===== config.mk =====
export PLATFORM = sky130hd
export DESIGN_NAME = gpio_bank
export DESIGN_NICKNAME = d
export VERILOG_FILES = /design/src/rtl/gpio_bank_pkg.sv /design/src/rtl/gpio_channel.sv /design/src/rtl/gpio_bank.sv
export SDC_FILE = /design/constraint.sdc
export NUM_CORES = 1
export LEC_CHECK = 0
export ABC_AREA = 1
export CELL_PAD_IN_SITES_DETAIL_PLACEMENT = 1
export CELL_PAD_IN_SITES_GLOBAL_PLACEMENT = 1
export CORE_MARGIN = 2
export CORE_UTILIZATION = 40
export DETAILED_ROUTE_END_ITERATION = 10
export DONT_BUFFER_PORTS = 1
export PLACE_DENSITY_LB_ADDON = 0.15
export SYNTH_ARGS = -nofsm -noshare
export SYNTH_HDL_FRONTEND = slang
export SYNTH_SLANG_ARGS = --single-unit
export TNS_END_PERCENT = 30

===== constraint.sdc =====
create_clock -name CLK -period 2.1 [get_ports CLK]
set_clock_uncertainty 0.05 [all_clocks]
set_input_delay 0.105 -clock CLK [delete_from_list [all_inputs] [get_ports CLK]]
set_output_delay 0.105 -clock CLK [all_outputs]
set_load 0.005 [all_outputs]

===== src/rtl/gpio_bank_pkg.sv =====
// Shared register map and constants for the GPIO bank.
// Register offsets sit in the low address bits, and the channel index sits above them.
// The testbench imports the same offsets, so the map is defined only here.
package gpio_bank_pkg;

   localparam int REG_BITS = 3;

   localparam logic [REG_BITS-1:0] REG_OUT  = 3'd0;
   localparam logic [REG_BITS-1:0] REG_SET  = 3'd1;
   localparam logic [REG_BITS-1:0] REG_CLR  = 3'd2;
   localparam logic [REG_BITS-1:0] REG_TGL  = 3'd3;
   localparam logic [REG_BITS-1:0] REG_IN   = 3'd4;
   localparam logic [REG_BITS-1:0] REG_RISE = 3'd5;
   localparam logic [REG_BITS-1:0] REG_FALL = 3'd6;
   localparam logic [REG_BITS-1:0] REG_IEN  = 3'd7;

   // Cycles after reset during which edge capture is held off while the synchroniser fills.
   localparam int PRIME_CYCLES = 2;

endpackage


===== src/rtl/gpio_channel.sv =====
// One GPIO port: output register with set/clear/toggle, input synchroniser, sticky edges, irq.
// Latency: writes land at the strobe edge; a pin change reaches IN after 2 edges, and RISE/FALL after 3.
// Backpressure: none, because the bus accepts one write per cycle unconditionally.
module gpio_channel
   import gpio_bank_pkg::*;
#(
   parameter int WIDTH = 32
) (
   input  logic                clk,
   input  logic                reset,
   input  logic                wr_sel,
   input  logic [REG_BITS-1:0] reg_idx,
   input  logic [WIDTH-1:0]    wdata,
   input  logic                armed,
   input  logic [WIDTH-1:0]    pins,
   output logic [WIDTH-1:0]    out,
   output logic [WIDTH-1:0]    rdata,
   output logic                irq
);

   logic [WIDTH-1:0] sync1, sync2, prev;
   logic [WIDTH-1:0] ien, rise, fall;
   logic [WIDTH-1:0] rise_cap, fall_cap, rise_clr, fall_clr;

   // While unarmed, prev follows sync1 so that it already matches sync2 when
   // detection starts. A pin that was high at reset then shows no edge.
   always_ff @(posedge clk) begin
      if (reset) begin
         sync1 <= '0;
         sync2 <= '0;
         prev  <= '0;
      end else begin
         sync1 <= pins;
         sync2 <= sync1;
         prev  <= armed ? sync2 : sync1;
      end
   end

   assign rise_cap = armed ? (sync2 & ~prev) : '0;
   assign fall_cap = armed ? (~sync2 & prev) : '0;
   assign rise_clr = (wr_sel && reg_idx == REG_RISE) ? wdata : '0;
   assign fall_clr = (wr_sel && reg_idx == REG_FALL) ? wdata : '0;

   // Sticky edge flags: a capture in the same cycle as a clear keeps the bit set.
   always_ff @(posedge clk) begin
      if (reset) begin
         rise <= '0;
         fall <= '0;
      end else begin
         rise <= (rise & ~rise_clr) | rise_cap;
         fall <= (fall & ~fall_clr) | fall_cap;
      end
   end

   // Output and interrupt-enable registers with atomic set/clear/toggle.
   always_ff @(posedge clk) begin
      if (reset) begin
         out <= '0;
         ien <= '0;
      end else if (wr_sel) begin
         case (reg_idx)
            REG_OUT: out <= wdata;
            REG_SET: out <= out | wdata;
            REG_CLR: out <= out & ~wdata;
            REG_TGL: out <= out ^ wdata;
            REG_IEN: ien <= wdata;
            default: ;
         endcase
      end
   end

   // Read view of this port's registers. Write-only offsets read as zero.
   always_comb begin
      rdata = '0;
      case (reg_idx)
         REG_OUT:  rdata = out;
         REG_IN:   rdata = sync2;
         REG_RISE: rdata = rise;
         REG_FALL: rdata = fall;
         REG_IEN:  rdata = ien;
         default:  rdata = '0;
      endcase
   end

   assign irq = |((rise | fall) & ien);

endmodule


===== src/rtl/gpio_bank.sv =====
// Memory-mapped bank of CHANNELS GPIO ports with one combined interrupt.
// Latency: a write lands at its strobe edge, and READ_DATA is registered one cycle after ADDRESS.
// Backpressure: none; the bus takes a single-cycle write or read every cycle.
module gpio_bank
   import gpio_bank_pkg::*;
#(
   parameter int CHANNELS   = 2,
   parameter int WIDTH      = 32,
   parameter int ADDR_WIDTH = 7
) (
   input  logic                      CLK,
   input  logic                      RESET,
   input  logic [ADDR_WIDTH-1:0]     ADDRESS,
   input  logic [31:0]               WRITE_DATA,
   input  logic                      WRITE_ENABLE,
   output logic [31:0]               READ_DATA,
   output logic [CHANNELS*WIDTH-1:0] GPIO_OUT,
   input  logic [CHANNELS*WIDTH-1:0] GPIO_IN,
   output logic                      IRQ
);

   localparam int CH_W = ADDR_WIDTH - REG_BITS;

   logic [CH_W-1:0]     ch_idx;
   logic [REG_BITS-1:0] reg_idx;
   logic [WIDTH-1:0]    ch_rdata [CHANNELS];
   logic [CHANNELS-1:0] ch_irq;
   logic [31:0]         rd_mux;
   logic [1:0]          prime_cnt;
   logic                armed;

   assign ch_idx  = ADDRESS[ADDR_WIDTH-1:REG_BITS];
   assign reg_idx = ADDRESS[REG_BITS-1:0];
   assign armed   = (prime_cnt == 2'(PRIME_CYCLES));

   // Prime counter: counts the cycles after reset, then stays at the armed value.
   always_ff @(posedge CLK) begin
      if (RESET)       prime_cnt <= '0;
      else if (!armed) prime_cnt <= prime_cnt + 2'd1;
   end

   for (genvar c = 0; c < CHANNELS; c++) begin : g_ch
      logic sel;
      assign sel = WRITE_ENABLE && (ch_idx == CH_W'(c));

      gpio_channel #(.WIDTH(WIDTH)) u_ch (
         .clk     (CLK),
         .reset   (RESET),
         .wr_sel  (sel),
         .reg_idx (reg_idx),
         .wdata   (WRITE_DATA[WIDTH-1:0]),
         .armed   (armed),
         .pins    (GPIO_IN[c*WIDTH +: WIDTH]),
         .out     (GPIO_OUT[c*WIDTH +: WIDTH]),
         .rdata   (ch_rdata[c]),
         .irq     (ch_irq[c])
      );
   end

   // Select the addressed channel. Out-of-range channels and unused upper bits read zero.
   always_comb begin
      rd_mux = '0;
      for (int c = 0; c < CHANNELS; c++) begin
         if (ch_idx == CH_W'(c)) rd_mux[WIDTH-1:0] = ch_rdata[c];
      end
   end

   // Registered read port. It samples pre-edge state, so a read that coincides with a write returns the old value.
   always_ff @(posedge CLK) begin
      if (RESET) READ_DATA <= '0;
      else       READ_DATA <= rd_mux;
   end

   assign IRQ = |ch_irq;

endmodule


### Word-level counts from Yosys, hierarchy flattened

Index checks and enable logic that the tools add are counted.

* bitwise logic cells: 31
* equality and inequality tests: 9
* muxes and demuxes: 16
* add/subtract/negate cells: 1
* reduce and logical (&&, ||, !) cells: 14

Operators with widths (number)
* $and 32x32->32: 12
* $mux 32: 12
* $pmux 32 s5: 2
* $not 32->32: 9
* $or 32x32->32: 8
* $pmux 32 s4: 2
* $reduce_or 64->1: 1
* $xor 32x32->32: 2
* $eq 3x3->1 const B: 4
* $reduce_and 2->1: 4
* $eq 3x2->1 const B: 2
* $logic_and 1x1->1: 6
* $eq 4x1->1 const B: 1
* $logic_not 4->1: 1
* $reduce_bool 4->1: 1
* $eq 3x1->1 const B: 1
* $logic_not 3->1: 1
* $add 2x1->2 const B: 1
* $eq 2x2->1 const B: 1

* input bits: 106
* register bits after elaboration: 482
* word-level logic and storage cells: 87
* output and inout bits: 97

### Depth between registers and ports, before layout

Gate-level depths: netlist of run 1.

* depth in word-level cells: 7
* mapped depth: 10
* mapped depth without buffers: 8

### Cells and area by module

A second synthesis of run 1 with hierarchy kept.

* cells, all modules: 3133
* area total of the unflattened synthesis: 22628.0 µm²

Modules (own cells, without submodules)
* gpio_channel: cells an instance 1484, sequential area each 4484.3 µm², times used 2, area an instance 10625.2 µm²
* gpio_bank: cells an instance 165, sequential area each 680.7 µm², times used 1, area an instance 1377.6 µm²

### Worst setup path before layout of run 1

OpenSTA, ideal clock, no wires.

* path type: register to register
* from: reg prime_cnt[0]
* to: reg g_ch[1].u_ch.fall[0]
* path slack: 0.472 ns
* buffers on the path: 2
* required time: 1.990 ns
* arrival: 1.519 ns
* setup time: 0.060 ns
* cell stages (with the launch flop): 9
* period minus slack after synthesis: 1.628 ns
* cell sequence: dfxtp_1 inv_1 ha_1 inv_2 nor2_1 buf_2 buf_1 nand3_1 nand2_1

* longest elaborated chain between the ends: 3

Ends and longest elaborated chain
* start, declared: RTL line gpio_bank.sv:29 `logic [1:0] prime_cnt;`
* start signal, assigned: RTL line gpio_bank.sv:39 `else if (!armed) prime_cnt <= prime_cnt + 2'd1;`
* $eq 2x2->1: RTL line gpio_bank.sv:34 `assign armed = (prime_cnt == 2'(PRIME_CYCLES));`
* $mux 32: RTL line gpio_channel.sv:40 `assign fall_cap = armed ? (~sync2 & prev) : '0;`
* $or 32x32->32: RTL line gpio_channel.sv:51 `fall <= (fall & ~fall_clr) | fall_cap;`
* end signal, assigned: RTL line gpio_channel.sv:51
* end, declared: RTL line gpio_channel.sv:22 `logic [WIDTH-1:0] ien, rise, fall;`

Every way passes these cells.
A chain may end at the register's enable or synchronous reset.

### Worst setup path in the final report of run 1

* from: in ADDRESS[4]
* to: reg READ_DATA[2]

* longest elaborated chain between the ends: 3
* elaborated cells on any way between the ends: 4
* classes of those cells: eq/ne (1); mux (2); reduce/logical (1)

Ends and longest elaborated chain
* start, declared: RTL line gpio_bank.sv:13 `input logic [ADDR_WIDTH-1:0] ADDRESS,`
* $logic_not 4->1: RTL line gpio_bank.sv:64 `if (ch_idx == CH_W'(c)) rd_mux[WIDTH-1:0] = ch_rdata[c];`
* $mux 32: RTL line gpio_bank.sv:64
* $mux 32 *: RTL line gpio_bank.sv:64
* end signal, assigned: RTL line gpio_bank.sv:71 `else READ_DATA <= rd_mux;`
* end, declared: RTL line gpio_bank.sv:16 `output logic [31:0] READ_DATA,`

Every way passes the cells marked *; elsewhere a longest branch is shown, timed or not.

==> results.py, run 1 <==
metrics = {
    "synthesis": {
        "syn_nets": 3384,
        "yosysTopAreaCell": "dfxtp_1",
        "yosys-top-cells-count": "nand2_1, dfxtp_1, nor2_1",
        "synth.most_common_cell": "nand2_1",
        "synth-seq-cells": 482,
        "ys_types": 27,
        "synth_edf_count": 0,
        "synthesis.area_sq_um": 22580,
        "synthCells": 3149,
        "synth_area_per_cell_sq_um": 7.170,
        "synth-seq-area-share_pct": 42.74,
        "synth_top_flop_cell": "dfxtp_1",
        "synthTopCellsByArea": "dfxtp_1, nand2_1, o21ai_0",
        "async_flop_share_pct": 0,
        "synth_warnings": 0,
        "synth_top_area_share_pct": 42.74,
    },
    "flow_run": {
        "drv_cap": 0,
    },
    "floorplanning": {
        "dieArea_sq_um": 58360,
        "die_x_um": 241.6,
        "io_pins": 203,
        "num_rows": 87,
        "core_sq_um": 56060,
        "floorplan.initialDensity_pct": 40.27,
        "die_h_um": 241.6,
    },
    "setup_path": {
        "endpoint": "READ_DATA[2]$_SDFF_PP0_",
        "cp_max_fo": 32,
        "r2r-end": "READ_DATA[9]$_SDFF_PP0_",
        "rr_worst_depth": 6,
        "cp-end-kind": "flop",
        "timing.rr.start": "g_ch[1].u_ch.rise[9]$_SDFF_PP0_",
        "cp_data_arrival_time_ns": 2.49,
        "critical_path_class": "in2reg",
        "start_kind": "primary input",
        "crit_start": "ADDRESS[4]",
        "r2r_slack_ns": 0.05,
        "cp.required_ns": 2.52,
    },
    "power": {
        "p_leak_uw": 0.01166,
        "intPower_uw": 16720,
        "comb_power_share_pct": 10.4,
        "p_seq_share_pct": 42.8,
        "p_sw_uw": 6376,
        "powerDensity_nw_per_um2": 838.4,
        "switching_share_pct": 27.61,
        "peakVddDrop_uv": 729.3,
        "clock_power_share_pct": 46.8,
    },
    "sta": {
        "worstMarginPinSlew_ns": 1.012,
        "fmax_mhz": 481.3,
        "rsz0062_at_grt": "yes",
        "fin_tns_setup_ns": 0,
        "slew_viol_final": 0,
        "setup_violations": 0,
        "relSlewSlack_pct": 32.33,
        "post-route-min-period_ns": 2.078,
        "hold_viol_final": 0,
        "hold_ws_ns": 0.007601,
        "post-route-period-util_pct": 98.93,
    },
    "routing": {
        "first_pass_iters": 6,
        "drtIter0Drc": 2069,
        "post-route-drc-count": 0,
        "wl_um": 105600,
        "avgViaCountPerCell": 5.771,
        "wire_per_inst_um": 25.86,
        "vias": 23560,
        "ant_nets": 0,
    },
    "global_route": {
        "track_usage_pct": 35.27,
        "antenna_found_initial": 8,
        "grt_max_degree": 114,
        "grt_pass1_vias": 23840,
        "grt_pass1_wl_um": 155200,
        "grt-ovfl-total": 0,
    },
    "finish": {
        "fillCellCount": 6944,
        "multi_input_comb_area_sq_um": 10890,
        "final_layout_size_suffix_gt1_share_pct": 6.693,
        "seq_area_sq_um": 9653,
        "syn2layout_area_growth_pct": 21.99,
        "nets": 3505,
    },
    "clocking": {
        "cts_made_buffers": 55,
        "postCtsSetupRepairBufs": 0,
        "root_buffer": "clkbuf_16",
        "clkTransAtPathRegs_ns": 0.06,
        "cts_tree": "done",
        "h-tree-depth": 2,
        "cts_sinks": 482,
        "clkLatencyLatePin_ns": 0.65,
        "clockBufferDepth": 3,
    },
    "placement": {
        "hpwl_um": 68440,
        "portBuffers": 0,
        "place_congestion": 0.9280,
    },
    "hold_path": {
        "hp-class": "in2reg",
    },
    "status": {
        "status": "completed",
    },
}
power groups by stage:
stage                     Combinational, uW  Sequential [uW]  Clock, uW
after floorplan                        1240             9960          0
after global placement                 1860            10000          0
after detailed placement               1930            10100          0
after CTS                              2350             9870      10900
after global routing                   2560             9920      11300
final                                  2410             9880      10800
layout by cell type, fill, tap and decap left out, types with 64 or more instances in the layout:
cell,Yosys,routed
a21oi_1,169,169
buf_4,3,70
dfxtp_1,482,479
dlygate4sd3_1,0,174
ha_1,129,129
inv_1,332,331
nand2_1,546,544
nand3_1,270,270
nand4_1,124,124
nor2_1,355,345
nor3_1,68,68
o21ai_0,335,331
o22ai_1,64,64
routing by layer:
metal | vias to the layer above | global-route usage, % | wire length [um]
li1 | 10640 | - | -
met1 | 11580 | 44.31 | 42580
met2 | 1069 | 55.65 | 47210
met3 | 269 | 8.058 | 9272
met4 | 2 | 20.13 | 6489
met5 | - | 0 | 7
worst min path at each step:
| stage | startpoint | to | slack [ns] | depth (start not counted) |
|---|---|---|---|---|
| CTS | ADDRESS[2] | READ_DATA[3]$_SDFF_PP0_ | 0.0002 | 4 |
| floorplan | GPIO_IN[0] | g_ch[0].u_ch.sync1[0]$_SDFF_PP0_ | 0.16 | 2 |
| global route | ADDRESS[2] | READ_DATA[19]$_SDFF_PP0_ | 0.02 | 4 |
| detailed placement | RESET | g_ch[1].u_ch.sync1[0]$_SDFF_PP0_ | 0.14 | 1 |
| global placement | RESET | g_ch[1].u_ch.sync1[10]$_SDFF_PP0_ | 0.14 | 1 |
| finish | WRITE_DATA[12] | g_ch[1].u_ch.out[12]$_SDFFE_PP0P_ | 0.008 | 4 |
cells by family after synthesis:
logic type	after synthesis	share of synthesized area, %
AO/OA/AOI/OAI	595	13.74
adder cells (fa/ha/maj)	129	7.149
buffers and inverters	544	9.249
flip-flops	482	42.74
AND/OR/NAND/NOR	1399	27.12
worst max-delay path, cell delays in order:
cell and delay, ns:
dlygate4sd3_1 0.60, inv_1 0.08, nand3_1 0.10, dlygate4sd3_1 0.61, inv_1 0.10, buf_12 0.21
o21ai_0 0.21, a21oi_1 0.47
metrics by stage:
step | worst slack (ns) | power, uW | utilization, % | cells | cell area (sq um)
4_1_cts | 0.01656 | 23100 | 49.07 | 4074 | 27510
6_report | 0.02250 | 23090 | 49.13 | 4082 | 27540
2_1_floorplan | 0.4717 | 11200 | - | 3149 | 22580
3_5_place_dp | 0.2231 | 12000 | 42.16 | 3791 | 23630
3_3_place_gp | 0.2310 | 11900 | 42.16 | 3791 | 23630
5_1_grt | -0.03679 | 23760 | 49.11 | 4077 | 27530
state kept, by name, indices dropped and copies added (netlist names):
signal	cells
g_ch.u_ch.fall	64
g_ch.u_ch.ien	64
g_ch.u_ch.out	64
g_ch.u_ch.prev	64
g_ch.u_ch.rise	64
g_ch.u_ch.sync1	64
g_ch.u_ch.sync2	64
READ_DATA	32
prime_cnt	2
final cells by class:
type,instances,area share (%)
diodes,9,0.08177
flip-flops and latches,482,35.05
well taps,756,3.434
inverters,342,4.679
multi-input cells,2123,39.54
clock buffers,66,5.478
repair buffers,266,9.885
clock inverters,38,1.858
timing repair:
| item | in CTS | in global routing |
|---|---|---|
| pin swaps | 0 | 4 |
| cloned | 0 | 0 |
| gates resized for setup | 3 | 14 |
| hold endpoints to repair | 427 | 0 |
| setup endpoints to repair | 1 | 3 |
| hold buffers | 179 | 0 |
Note: power is estimated with default switching activity, not from simulation.
==> inputs of run 2 (changes only) <==
- CORE_UTILIZATION: 40 -> 35
- REMOVE_ABC_BUFFERS: default -> 1
==> results.py, run 2 (synthesis results as in run 1) <==
metrics = {
    "sta": {
        "hold_viol_final": 0,
        "worstMarginPinSlew_ns": 0.9899,
        "fin_tns_setup_ns": -0.007641,
        "worst_slack_ns": -0.007641,
        "post-route-period-util_pct": 100.4,
        "setup_violations": 1,
        "relSlewSlack_pct": 33.79,
        "slew_viol_final": 0,
        "post-route-min-period_ns": 2.108,
        "hold_ws_ns": 0.04975,
        "fmax_mhz": 474.5,
        "rsz0062_at_grt": "yes",
    },
    "power": {
        "clock_power_share_pct": 45.4,
        "intPower_uw": 16730,
        "comb_power_share_pct": 11.7,
        "peakVddDrop_uv": 656.3,
        "p_sw_uw": 6274,
        "powerDensity_nw_per_um2": 821.0,
        "p_seq_share_pct": 42.9,
        "switching_share_pct": 27.28,
        "p_leak_uw": 0.01180,
    },
    "status": {
        "status": "finished with violations",
        "violations": "setup timing",
    },
    "finish": {
        "layout_commonest_cell": "nand2_1",
        "postLayoutCoreUtil_pct": 43.70,
        "final_cell_area_sq_um": 28020,
        "multi_input_comb_area_sq_um": 10950,
        "syn2layout_area_growth_pct": 24.10,
        "instances_no_fill": 4189,
        "final_layout_size_suffix_gt1_share_pct": 6.421,
        "final_cell_mix": "nand2_1, dfxtp_1, nor2_1, inv_1, o21ai_0",
        "nets": 3526,
        "seq_area_sq_um": 9649,
        "fillCellCount": 7816,
    },
    "clocking": {
        "clkTransAtPathRegs_ns": 0.06,
        "root_buffer": "clkbuf_16",
        "h-tree-depth": 2,
        "clkLatencyLatePin_ns": 0.63,
        "clockBufferDepth": 3,
        "cts_sinks": 482,
        "cts_made_buffers": 56,
        "cts_tree": "done",
    },
    "floorplanning": {
        "floorplan.initialDensity_pct": 35.21,
        "io_pins": 203,
        "dieArea_sq_um": 66560,
        "die_h_um": 258.0,
        "die_x_um": 258.0,
        "num_rows": 93,
        "core_sq_um": 64120,
    },
    "placement": {
        "portBuffers": 0,
        "place_congestion": 0.8118,
        "dpl_cell_area_sq_um": 23600,
        "placedCellCount": 3866,
        "hpwl_um": 56970,
    },
    "global_route": {
        "grt_pass1_wl_um": 150800,
        "antenna_found_initial": 1,
        "grt-ovfl-total": 0,
        "grt_max_degree": 94,
        "grt_pass1_vias": 24420,
        "track_usage_pct": 29.63,
    },
    "routing": {
        "vias": 23310,
        "drtIter0Drc": 1605,
        "wire_per_inst_um": 24.37,
        "wl_um": 102100,
        "post-route-drc-count": 0,
        "avgViaCountPerCell": 5.564,
        "ant_nets": 0,
        "first_pass_iters": 5,
    },
    "setup_path": {
        "cp.required_ns": 1.95,
        "start_kind": "flop",
        "cp_max_fo": 3,
        "cp_data_arrival_time_ns": 1.95,
        "critical_path_class": "reg2out",
        "cp-end-kind": "primary output",
    },
    "hold_path": {
        "hp-class": "in2reg",
    },
    "flow_run": {
        "drv_cap": 0,
    },
}
## run 2: changes by cell type in the layout (fill, tap and decap cells not counted), sizes merged
| cell | change |
|---|---|
| dlygate4sd3 | +32 |
| clkbuf | +28 |
| buf | -16 |
| clkinv | -16 |
| diode | -8 |
| clkinvlp | -7 |
| bufinv | -5 |
## run 2: timing repair
| item | in CTS | in global routing |
|---|---|---|
| hold buffers | 215 | 0 |
| resized for setup | 24 | 10 |
| buffers inserted | 0 | 3 |
| hold endpoints to repair | 478 | 0 |
| pin swaps | 1 | 2 |
| setup endpoints to repair | 1 | 9 |
| cloned | 0 | 4 |
## run 2: final timing paths
path / endpoint / from / slack, ns / depth (start not counted)
worst max-delay path: IRQ / g_ch[1].u_ch.rise[0]$_SDFF_PP0_ / -0.008 / 7
worst min-delay path: READ_DATA[8]$_SDFF_PP0_ / ADDRESS[1] / 0.05 / 4
worst max register to register: g_ch[0].u_ch.fall[20]$_SDFF_PP0_ / prime_cnt[0]$_SDFFE_PP0N_ / 0.16 / 6
worst min register to register: g_ch[1].u_ch.sync2[12]$_SDFF_PP0_ / g_ch[1].u_ch.sync1[12]$_SDFF_PP0_ / 0.37 / 2
## run 2: stage by stage
stage	setup slack, ns	power [uW]
final	-0.007641	23000
after global routing	-0.05861	23720
after CTS	0.003248	22860
after detailed placement	0.1937	11920
after global placement	0.2957	11830
after floorplan	-2.867	10980
## run 2: final cells by class
cell class / instances / share of cell area (%)
Clock inverter: 10 / 0.6341
Inverter: 342 / 4.609
Tap cell: 855 / 3.818
Clock buffer: 90 / 6.283
Sequential cell: 482 / 34.44
Antenna cell: 1 / 0.008931
Timing Repair Buffer: 286 / 11.13
Multi-Input combinational cell: 2123 / 39.08
## run 2: worst max-delay path, stage by stage (launching register included)
cell	delay, ns
dfxtp_1	0.33
o21a_1	0.20
nor2_2	0.17
nand2_1	0.12
nor2_4	0.15
nand2_2	0.11
nor2_1	0.13
nand2_2	0.12
## run 2: power by group through the flow
stage / combinational, uW / clock [uW] / sequential [uW]
floorplan: 1030 / 0 / 9960
global placement: 1800 / 0 / 10000
detailed placement: 1860 / 0 / 10100
CTS: 2410 / 10600 / 9860
global route: 2870 / 10900 / 9910
finish: 2700 / 10400 / 9870
## run 2: per-layer routing
metal	track usage, %	wire length [um]	share of wire (%)	vias up
li1	-	-	-	10670
met1	37.47	44050	43	11670
met2	50.85	48160	47	756
met3	4.319	6168	6.0	213
met4	11.45	3699	3.6	2
met5	0	11	0.011	-
